===== src/rtl/ascon_ctrl_if.sv =====
// Control-plane bundle between the Ascon initiator, the Ascon controller and the
// permutation datapath.
interface ascon_ctrl_if;
    logic       init_i;
    logic       associate_data_i;
    logic       finalisation_i;
    logic       data_valid_i;

    logic       end_initialisation_o;
    logic       end_associate_o;
    logic       cipher_valid_o;
    logic       end_cipher_o;
    logic       end_tag_o;

    logic       load_state_o;
    logic       en_state_o;
    logic [3:0] round_o;
    logic       xor_data_o;
    logic       xor_dom_sep_o;
    logic       xor_key_begin_o;
    logic       xor_key_end_o;
    logic       en_cipher_o;
    logic       en_tag_o;

    modport slave (
        input  init_i, associate_data_i, finalisation_i, data_valid_i,
        output end_initialisation_o, end_associate_o, cipher_valid_o, end_cipher_o,
               end_tag_o, load_state_o, en_state_o, round_o, xor_data_o,
               xor_dom_sep_o, xor_key_begin_o, xor_key_end_o, en_cipher_o, en_tag_o
    );

    modport master (
        output init_i, associate_data_i, finalisation_i, data_valid_i,
        input  end_initialisation_o, end_associate_o, cipher_valid_o, end_cipher_o,
               end_tag_o, load_state_o, en_state_o, round_o, xor_data_o,
               xor_dom_sep_o, xor_key_begin_o, xor_key_end_o, en_cipher_o, en_tag_o
    );
endinterface


===== src/rtl/ascon_ctrl.sv =====
// Ascon AEAD sequencer: walks init, associated data, plaintext and finalisation
// phases and drives the permutation datapath selects and round-constant index.
module ascon_ctrl #(
    parameter int NB_ROUNDS_A = 12,
    parameter int NB_ROUNDS_B = 6
) (
    input  logic         clock_i,
    input  logic         reset_i,
    ascon_ctrl_if.slave  bus
);

    typedef enum logic [3:0] {
        IDLE, INIT_LOAD, INIT_RND, WAIT_AD, AD_XOR, AD_RND,
        WAIT_PT, PT_XOR, PT_RND, FIN_XOR, FIN_RND
    } state_e;

    localparam logic [3:0] START_A    = 4'(12 - NB_ROUNDS_A);
    localparam logic [3:0] START_B    = 4'(12 - NB_ROUNDS_B);
    localparam logic [3:0] LAST_ROUND = 4'd11;

    state_e     state_q, state_d;
    logic [3:0] round_q, round_d;
    logic       init_armed_q, init_armed_d;
    logic       data_armed_q, data_armed_d;
    logic       dom_sep_q, dom_sep_d;
    logic       end_init_q, end_init_d;
    logic       end_assoc_q, end_assoc_d;
    logic       cipher_valid_q, cipher_valid_d;
    logic       end_cipher_q, end_cipher_d;
    logic       end_tag_q, end_tag_d;

    logic       last_round;
    logic       init_go;
    logic       data_go;
    logic       accept_init;
    logic       accept_data;

    function automatic logic is_round(input state_e s);
        return (s == INIT_RND) || (s == AD_RND) || (s == PT_RND) || (s == FIN_RND);
    endfunction

    assign last_round = (round_q == LAST_ROUND);
    assign init_go    = init_armed_q && bus.init_i;
    assign data_go    = data_armed_q && bus.data_valid_i;

    // NOTE: every signal driven here gets a default first, so no path can leave a latch behind.
    always_comb begin
        state_d     = state_q;
        dom_sep_d   = dom_sep_q;
        accept_init = 1'b0;
        accept_data = 1'b0;

        unique case (state_q)
            IDLE: if (init_go) begin
                state_d     = INIT_LOAD;
                accept_init = 1'b1;
            end
            INIT_LOAD: state_d = INIT_RND;
            INIT_RND:  if (last_round) state_d = WAIT_AD;
            WAIT_AD, WAIT_PT: if (data_go) begin
                // Finalisation wins over associated data; AD after plaintext is dropped.
                if (bus.finalisation_i) begin
                    state_d     = FIN_XOR;
                    accept_data = 1'b1;
                end else if (!bus.associate_data_i) begin
                    state_d     = PT_XOR;
                    accept_data = 1'b1;
                end else if (state_q == WAIT_AD) begin
                    state_d     = AD_XOR;
                    accept_data = 1'b1;
                end
                if (accept_data) dom_sep_d = (state_q == WAIT_AD);
            end
            AD_XOR:  state_d = AD_RND;
            AD_RND:  if (last_round) state_d = WAIT_AD;
            PT_XOR:  state_d = PT_RND;
            PT_RND:  if (last_round) state_d = WAIT_PT;
            FIN_XOR: state_d = FIN_RND;
            FIN_RND: if (last_round) state_d = IDLE;
            default: state_d = IDLE;
        endcase

        // A request re-arms only after its input has been seen low.
        init_armed_d = accept_init ? 1'b0 : (!bus.init_i ? 1'b1 : init_armed_q);
        data_armed_d = accept_data ? 1'b0 : (!bus.data_valid_i ? 1'b1 : data_armed_q);

        round_d = 4'd0;
        if (is_round(state_d)) begin
            if (state_d == state_q)
                round_d = round_q + 4'd1;
            else if (state_d == INIT_RND || state_d == FIN_RND)
                round_d = START_A;
            else
                round_d = START_B;
        end

        end_init_d     = (state_q == INIT_RND) && last_round;
        end_assoc_d    = (state_q == AD_RND)   && last_round;
        end_cipher_d   = (state_q == PT_RND)   && last_round;
        end_tag_d      = (state_q == FIN_RND)  && last_round;
        cipher_valid_d = (state_q == PT_XOR) || (state_q == FIN_XOR);
    end

    // NOTE: state registers use non-blocking assignments so every flop samples pre-edge values.
    always_ff @(posedge clock_i or negedge reset_i) begin
        if (!reset_i) begin
            state_q        <= IDLE;
            round_q        <= 4'd0;
            // Armed at reset so an init_i already high is taken on the first edge.
            init_armed_q   <= 1'b1;
            data_armed_q   <= 1'b1;
            dom_sep_q      <= 1'b0;
            end_init_q     <= 1'b0;
            end_assoc_q    <= 1'b0;
            cipher_valid_q <= 1'b0;
            end_cipher_q   <= 1'b0;
            end_tag_q      <= 1'b0;
        end else begin
            state_q        <= state_d;
            round_q        <= round_d;
            init_armed_q   <= init_armed_d;
            data_armed_q   <= data_armed_d;
            dom_sep_q      <= dom_sep_d;
            end_init_q     <= end_init_d;
            end_assoc_q    <= end_assoc_d;
            cipher_valid_q <= cipher_valid_d;
            end_cipher_q   <= end_cipher_d;
            end_tag_q      <= end_tag_d;
        end
    end

    always_comb begin
        bus.load_state_o    = 1'b0;
        bus.en_state_o      = 1'b0;
        bus.round_o         = is_round(state_q) ? round_q : 4'd0;
        bus.xor_data_o      = 1'b0;
        bus.xor_dom_sep_o   = 1'b0;
        bus.xor_key_begin_o = 1'b0;
        bus.xor_key_end_o   = 1'b0;
        bus.en_cipher_o     = 1'b0;
        bus.en_tag_o        = 1'b0;

        unique case (state_q)
            INIT_LOAD: begin
                bus.load_state_o = 1'b1;
                bus.en_state_o   = 1'b1;
            end
            INIT_RND: begin
                bus.en_state_o    = 1'b1;
                bus.xor_key_end_o = last_round;
            end
            AD_XOR: begin
                bus.xor_data_o = 1'b1;
                bus.en_state_o = 1'b1;
            end
            PT_XOR: begin
                bus.xor_data_o    = 1'b1;
                bus.en_cipher_o   = 1'b1;
                bus.en_state_o    = 1'b1;
                bus.xor_dom_sep_o = dom_sep_q;
            end
            FIN_XOR: begin
                bus.xor_data_o      = 1'b1;
                bus.en_cipher_o     = 1'b1;
                bus.xor_key_begin_o = 1'b1;
                bus.en_state_o      = 1'b1;
                bus.xor_dom_sep_o   = dom_sep_q;
            end
            AD_RND, PT_RND: bus.en_state_o = 1'b1;
            FIN_RND: begin
                bus.en_state_o    = 1'b1;
                bus.xor_key_end_o = last_round;
                bus.en_tag_o      = last_round;
            end
            default: ;
        endcase
    end

    assign bus.end_initialisation_o = end_init_q;
    assign bus.end_associate_o      = end_assoc_q;
    assign bus.cipher_valid_o       = cipher_valid_q;
    assign bus.end_cipher_o         = end_cipher_q;
    assign bus.end_tag_o            = end_tag_q;

endmodule


===== src/flat_wrapper.sv =====
// flat-port wrapper written by rule: the top's interface ports become plain ports
module ascon_ctrl_flat 
#(
    parameter int NB_ROUNDS_A = 12,
    parameter int NB_ROUNDS_B = 6
)
  (clock_i, reset_i, bus_init_i, bus_associate_data_i, bus_finalisation_i, bus_data_valid_i, bus_end_initialisation_o, bus_end_associate_o, bus_cipher_valid_o, bus_end_cipher_o, bus_end_tag_o, bus_load_state_o, bus_en_state_o, bus_round_o, bus_xor_data_o, bus_xor_dom_sep_o, bus_xor_key_begin_o, bus_xor_key_end_o, bus_en_cipher_o, bus_en_tag_o);
  ascon_ctrl_if bus_i ();
  input  logic clock_i;
  input  logic reset_i;
  input wire logic [$bits(bus_i.init_i)-1:0] bus_init_i;
  input wire logic [$bits(bus_i.associate_data_i)-1:0] bus_associate_data_i;
  input wire logic [$bits(bus_i.finalisation_i)-1:0] bus_finalisation_i;
  input wire logic [$bits(bus_i.data_valid_i)-1:0] bus_data_valid_i;
  output wire logic [$bits(bus_i.end_initialisation_o)-1:0] bus_end_initialisation_o;
  output wire logic [$bits(bus_i.end_associate_o)-1:0] bus_end_associate_o;
  output wire logic [$bits(bus_i.cipher_valid_o)-1:0] bus_cipher_valid_o;
  output wire logic [$bits(bus_i.end_cipher_o)-1:0] bus_end_cipher_o;
  output wire logic [$bits(bus_i.end_tag_o)-1:0] bus_end_tag_o;
  output wire logic [$bits(bus_i.load_state_o)-1:0] bus_load_state_o;
  output wire logic [$bits(bus_i.en_state_o)-1:0] bus_en_state_o;
  output wire logic [$bits(bus_i.round_o)-1:0] bus_round_o;
  output wire logic [$bits(bus_i.xor_data_o)-1:0] bus_xor_data_o;
  output wire logic [$bits(bus_i.xor_dom_sep_o)-1:0] bus_xor_dom_sep_o;
  output wire logic [$bits(bus_i.xor_key_begin_o)-1:0] bus_xor_key_begin_o;
  output wire logic [$bits(bus_i.xor_key_end_o)-1:0] bus_xor_key_end_o;
  output wire logic [$bits(bus_i.en_cipher_o)-1:0] bus_en_cipher_o;
  output wire logic [$bits(bus_i.en_tag_o)-1:0] bus_en_tag_o;
  assign bus_i.init_i = bus_init_i;
  assign bus_i.associate_data_i = bus_associate_data_i;
  assign bus_i.finalisation_i = bus_finalisation_i;
  assign bus_i.data_valid_i = bus_data_valid_i;
  assign bus_end_initialisation_o = bus_i.end_initialisation_o;
  assign bus_end_associate_o = bus_i.end_associate_o;
  assign bus_cipher_valid_o = bus_i.cipher_valid_o;
  assign bus_end_cipher_o = bus_i.end_cipher_o;
  assign bus_end_tag_o = bus_i.end_tag_o;
  assign bus_load_state_o = bus_i.load_state_o;
  assign bus_en_state_o = bus_i.en_state_o;
  assign bus_round_o = bus_i.round_o;
  assign bus_xor_data_o = bus_i.xor_data_o;
  assign bus_xor_dom_sep_o = bus_i.xor_dom_sep_o;
  assign bus_xor_key_begin_o = bus_i.xor_key_begin_o;
  assign bus_xor_key_end_o = bus_i.xor_key_end_o;
  assign bus_en_cipher_o = bus_i.en_cipher_o;
  assign bus_en_tag_o = bus_i.en_tag_o;
  ascon_ctrl #(.NB_ROUNDS_A(NB_ROUNDS_A), .NB_ROUNDS_B(NB_ROUNDS_B)) u_core (.clock_i(clock_i), .reset_i(reset_i), .bus(bus_i));
endmodule

===== config.mk =====
export PLATFORM = sky130hd
export DESIGN_NAME = ascon_ctrl_flat
export DESIGN_NICKNAME = d
export VERILOG_FILES = /design/src/rtl/ascon_ctrl_if.sv /design/src/rtl/ascon_ctrl.sv /design/src/flat_wrapper.sv
export SDC_FILE = /design/constraint.sdc
export NUM_CORES = 1
export LEC_CHECK = 0
export ABC_AREA = 1
export BUFFER_PORTS_ARGS = -buffer_cell sky130_fd_sc_hd__buf_2
export CORE_MARGIN = 2
export CORE_UTILIZATION = 38
export CTS_CLUSTER_SIZE = 30
export DETAILED_ROUTE_END_ITERATION = 8
export PLACE_DENSITY = 0.55
export REMOVE_ABC_BUFFERS = 1
export SETUP_SLACK_MARGIN = 0.05
export SKIP_CTS_REPAIR_TIMING = 1
export SYNTH_ARGS = -nofsm -noshare
export SYNTH_HDL_FRONTEND = slang
export SYNTH_SLANG_ARGS = --single-unit

===== constraint.sdc =====
create_clock -name clock_i -period 2.78 [get_ports clock_i]
set_clock_uncertainty 0.15 [all_clocks]
set_input_delay 0.417 -clock clock_i [delete_from_list [all_inputs] [get_ports clock_i]]
set_output_delay 0.417 -clock clock_i [all_outputs]
set_load 0.03 [all_outputs]

==> results.yml <==
final_layout:
  area_growth_pct: 18.8
  final_layout_size_suffix_gt1_share_pct: 24.9
  layout.cells.non_filler: 211
  diodes: 0
  fin_nets: 189
worst_hold_path:
  min_path_type: "input port to flop"
  holdPathStages: 2
  min_from: "bus_init_i"
setup_path:
  crit_path_start_kind: "flop"
  r2r_cells: 11
  path_class: "flop to output pin"
  crit_required_ns: 2.21
  rr_startpoint: "u_core.round_q[0]"
  arrival_ns: 1.78
  reg2reg_slack_ns: 0.73
  path_max_fanout: 7
  critPathCaptureType: "output pin"
  timing.critical_path.from: "u_core.state_q[1]"
timing:
  final.period_utilization_pct: 84.4
  setup_viol: 0
  worst_slew_pin_slew_ns: 0.358
  final_max_slew_viol_count: 0
  hold_viol: 0
  rsz0062_at_grt: "no"
  slew_headroom_pct: 76.0
  period_needed_ns: 2.35
  max_freq_ghz: 0.426
  totalNegativeSetupSlack_ns: 0
floorplan:
  chipWidth_um: 56.1
  die-height_um: 56.1
  dieArea_um2: 3150
  fp.coreArea_um2: 2520
  start_util_pct: 40.9
  ioPinCount: 23
  rows: 18
detailed_routing:
  ant_nets: 0
  vias_per_cell: 4.85
  drt_iter0_markers: 21
  vias: 1023
  dr.pass1.iters: 4
  routed_wl_um: 2360
  drc_errors: 0
  wl_per_cell_um: 11.2
clock_network:
  cts_max_level: 1
  clk_latency_ns: 0.29
  cts_root_buf: "clkbuf_4"
  cts_buffers: 3
  clock-sinks: 16
  clk_pin_slew_ns: 0.10
  cts_tree: "built"
  clockBufferDepth: 2
synthesis:
  synth_area_per_cell_um2: 6.69
  synth_warnings: 0
  post_synth_inst_count: 154
  ys_types: 20
  synth_seq_cells: 16
  syn_area_um2: 1030
  ys_seq_area_share_pct: 39.1
global_route:
  antenna_found_initial: 0
  gr-total-overflow: 0
  grt_pass1_vias: 942
  grtUsageTotal_pct: 16.7
  grt_pass1_wl_um: 4190
  grt_max_degree: 17
status:
  status: "complete, no violations"
power:
  p_per_area_nw_per_um2: 951
  leakage_nw: 0.817
  peakVddDrop_uv: 440
placement:
  place_congestion: 0.936
  port_buffers: 22
  place.detailed.hpwl_um: 1860
  place_inst: 206
flow_run:
  max_cap_violations: 0
[critical path, cell delays in order (launching register included)]
cell	delay, ns
dfrtp_1	0.52
inv_2	0.11
nor2_2	0.16
nand2_2	0.10
nand2_1	0.12
a21oi_1	0.07
inv_1	0.12
nand2_1	0.06
inv_1	0.05
buf_2	0.18
[through the flow]
stage	power, mW	area (µm²)	worst slack (ns)	hold WS [ns]	util [%]
detailed placement	1.01	1180	0.774	0.204	46.7
floorplan	0.854	1030	0.730	-0.0286	-
global route	1.29	1220	0.264	0.121	48.6
CTS	1.17	1210	0.434	-0.127	48.2
finish	1.16	1220	0.434	0.114	48.6
global placement	1.01	1180	0.765	0.209	46.7
[power by group]
group / switching [mW] / leakage (nW) / internal, mW / total (mW)
Clock: 0.0781 / 0.0210 / 0.0799 / 0.158
Sequential: 0.0580 / 0.210 / 0.283 / 0.341
Combinational: 0.465 / 0.586 / 0.201 / 0.666
Total: 0.601 / 0.817 / 0.563 / 1.16
[layout by cell type (no fill, tap or decap), types with 2 or more instances in the layout]
| master | n |
|---|---|
| a21oi_1 | 4 |
| buf_2 | 22 |
| clkbuf_4 | 3 |
| dfrtp_1 | 14 |
| dfstp_2 | 2 |
| inv_1 | 27 |
| inv_2 | 4 |
| nand2_1 | 45 |
| nand2_2 | 7 |
| nand3_1 | 12 |
| nand4_1 | 4 |
| nor2_1 | 20 |
| nor2_2 | 3 |
| nor2_4 | 2 |
| o21ai_0 | 2 |
| xor2_1 | 2 |
[per-layer routing]
metal | routed length, µm | vias to the layer above | GRT usage (%)
li1 | - | 526 | -
met2 | 1000 | 44 | 25.7
met1 | 1150 | 449 | 23.4
met4 | 34 | 0 | 6.12
met5 | 0 | - | 0
met3 | 173 | 4 | 3.02
[flip-flops by register name, summed over array words and instances (netlist names)]
register and flops:
u_core.round_q 4, u_core.state_q 4, u_core.bus.cipher_valid_o 1, u_core.bus.end_associate_o 1, u_core.bus.end_cipher_o 1, u_core.bus.end_initialisation_o 1, u_core.bus.end_tag_o 1, u_core.data_armed_q 1
u_core.dom_sep_q 1, u_core.init_armed_q 1
[Yosys cell counts]
library cell / instances / area [µm²]
nand2_1: 45 / 169
inv_1: 27 / 101
nor2_1: 20 / 75.1
dfrtp_1: 14 / 350
nand3_1: 12 / 60.1
nand2_2: 7 / 43.8
a21oi_1: 4 / 20.0
inv_2: 4 / 15.0
nand4_1: 4 / 25.0
nor2_2: 3 / 18.8
dfstp_2: 2 / 52.6
nor2_4: 2 / 22.5
o21ai_0: 2 / 10.0
xor2_1: 2 / 17.5
a311oi_1: 1 / 8.76
ha_1: 1 / 12.5
nand3_2: 1 / 10.0
nor3_1: 1 / 5.00
nor3b_1: 1 / 7.51
nor4_1: 1 / 6.26
[final timing paths]
path	end
max	bus_round_o[2]
min	u_core.init_armed_q
max reg2reg	u_core.round_q[2]
min reg2reg	u_core.init_armed_q
max in group asynchronous	u_core.init_armed_q
min in group asynchronous	u_core.dom_sep_q
[layout make-up]
cell class              count  area [µm²]
fillers                   266        1300
multi-input cells         107         512
flip-flops and latches     16         403
repair buffers             23         120
inverters                  31         116
well taps                  30        37.5
clock buffers               4        36.3
[logic make-up (layout without fill, tap and decap cells)]
logic type               after synthesis  after routing  synth area share [%]
AND/OR/NAND/NOR                       97             97                  43.0
buffers and inverters                 31             58                  11.3
flip-flops                            16             16                  39.1
AO/OA/AOI/OAI                          7              7                  3.76
adder cells (fa/ha/maj)                1              1                  1.21
XOR/XNOR                               2              2                  1.70
No activity file was read; power rests on OpenSTA's default activity.
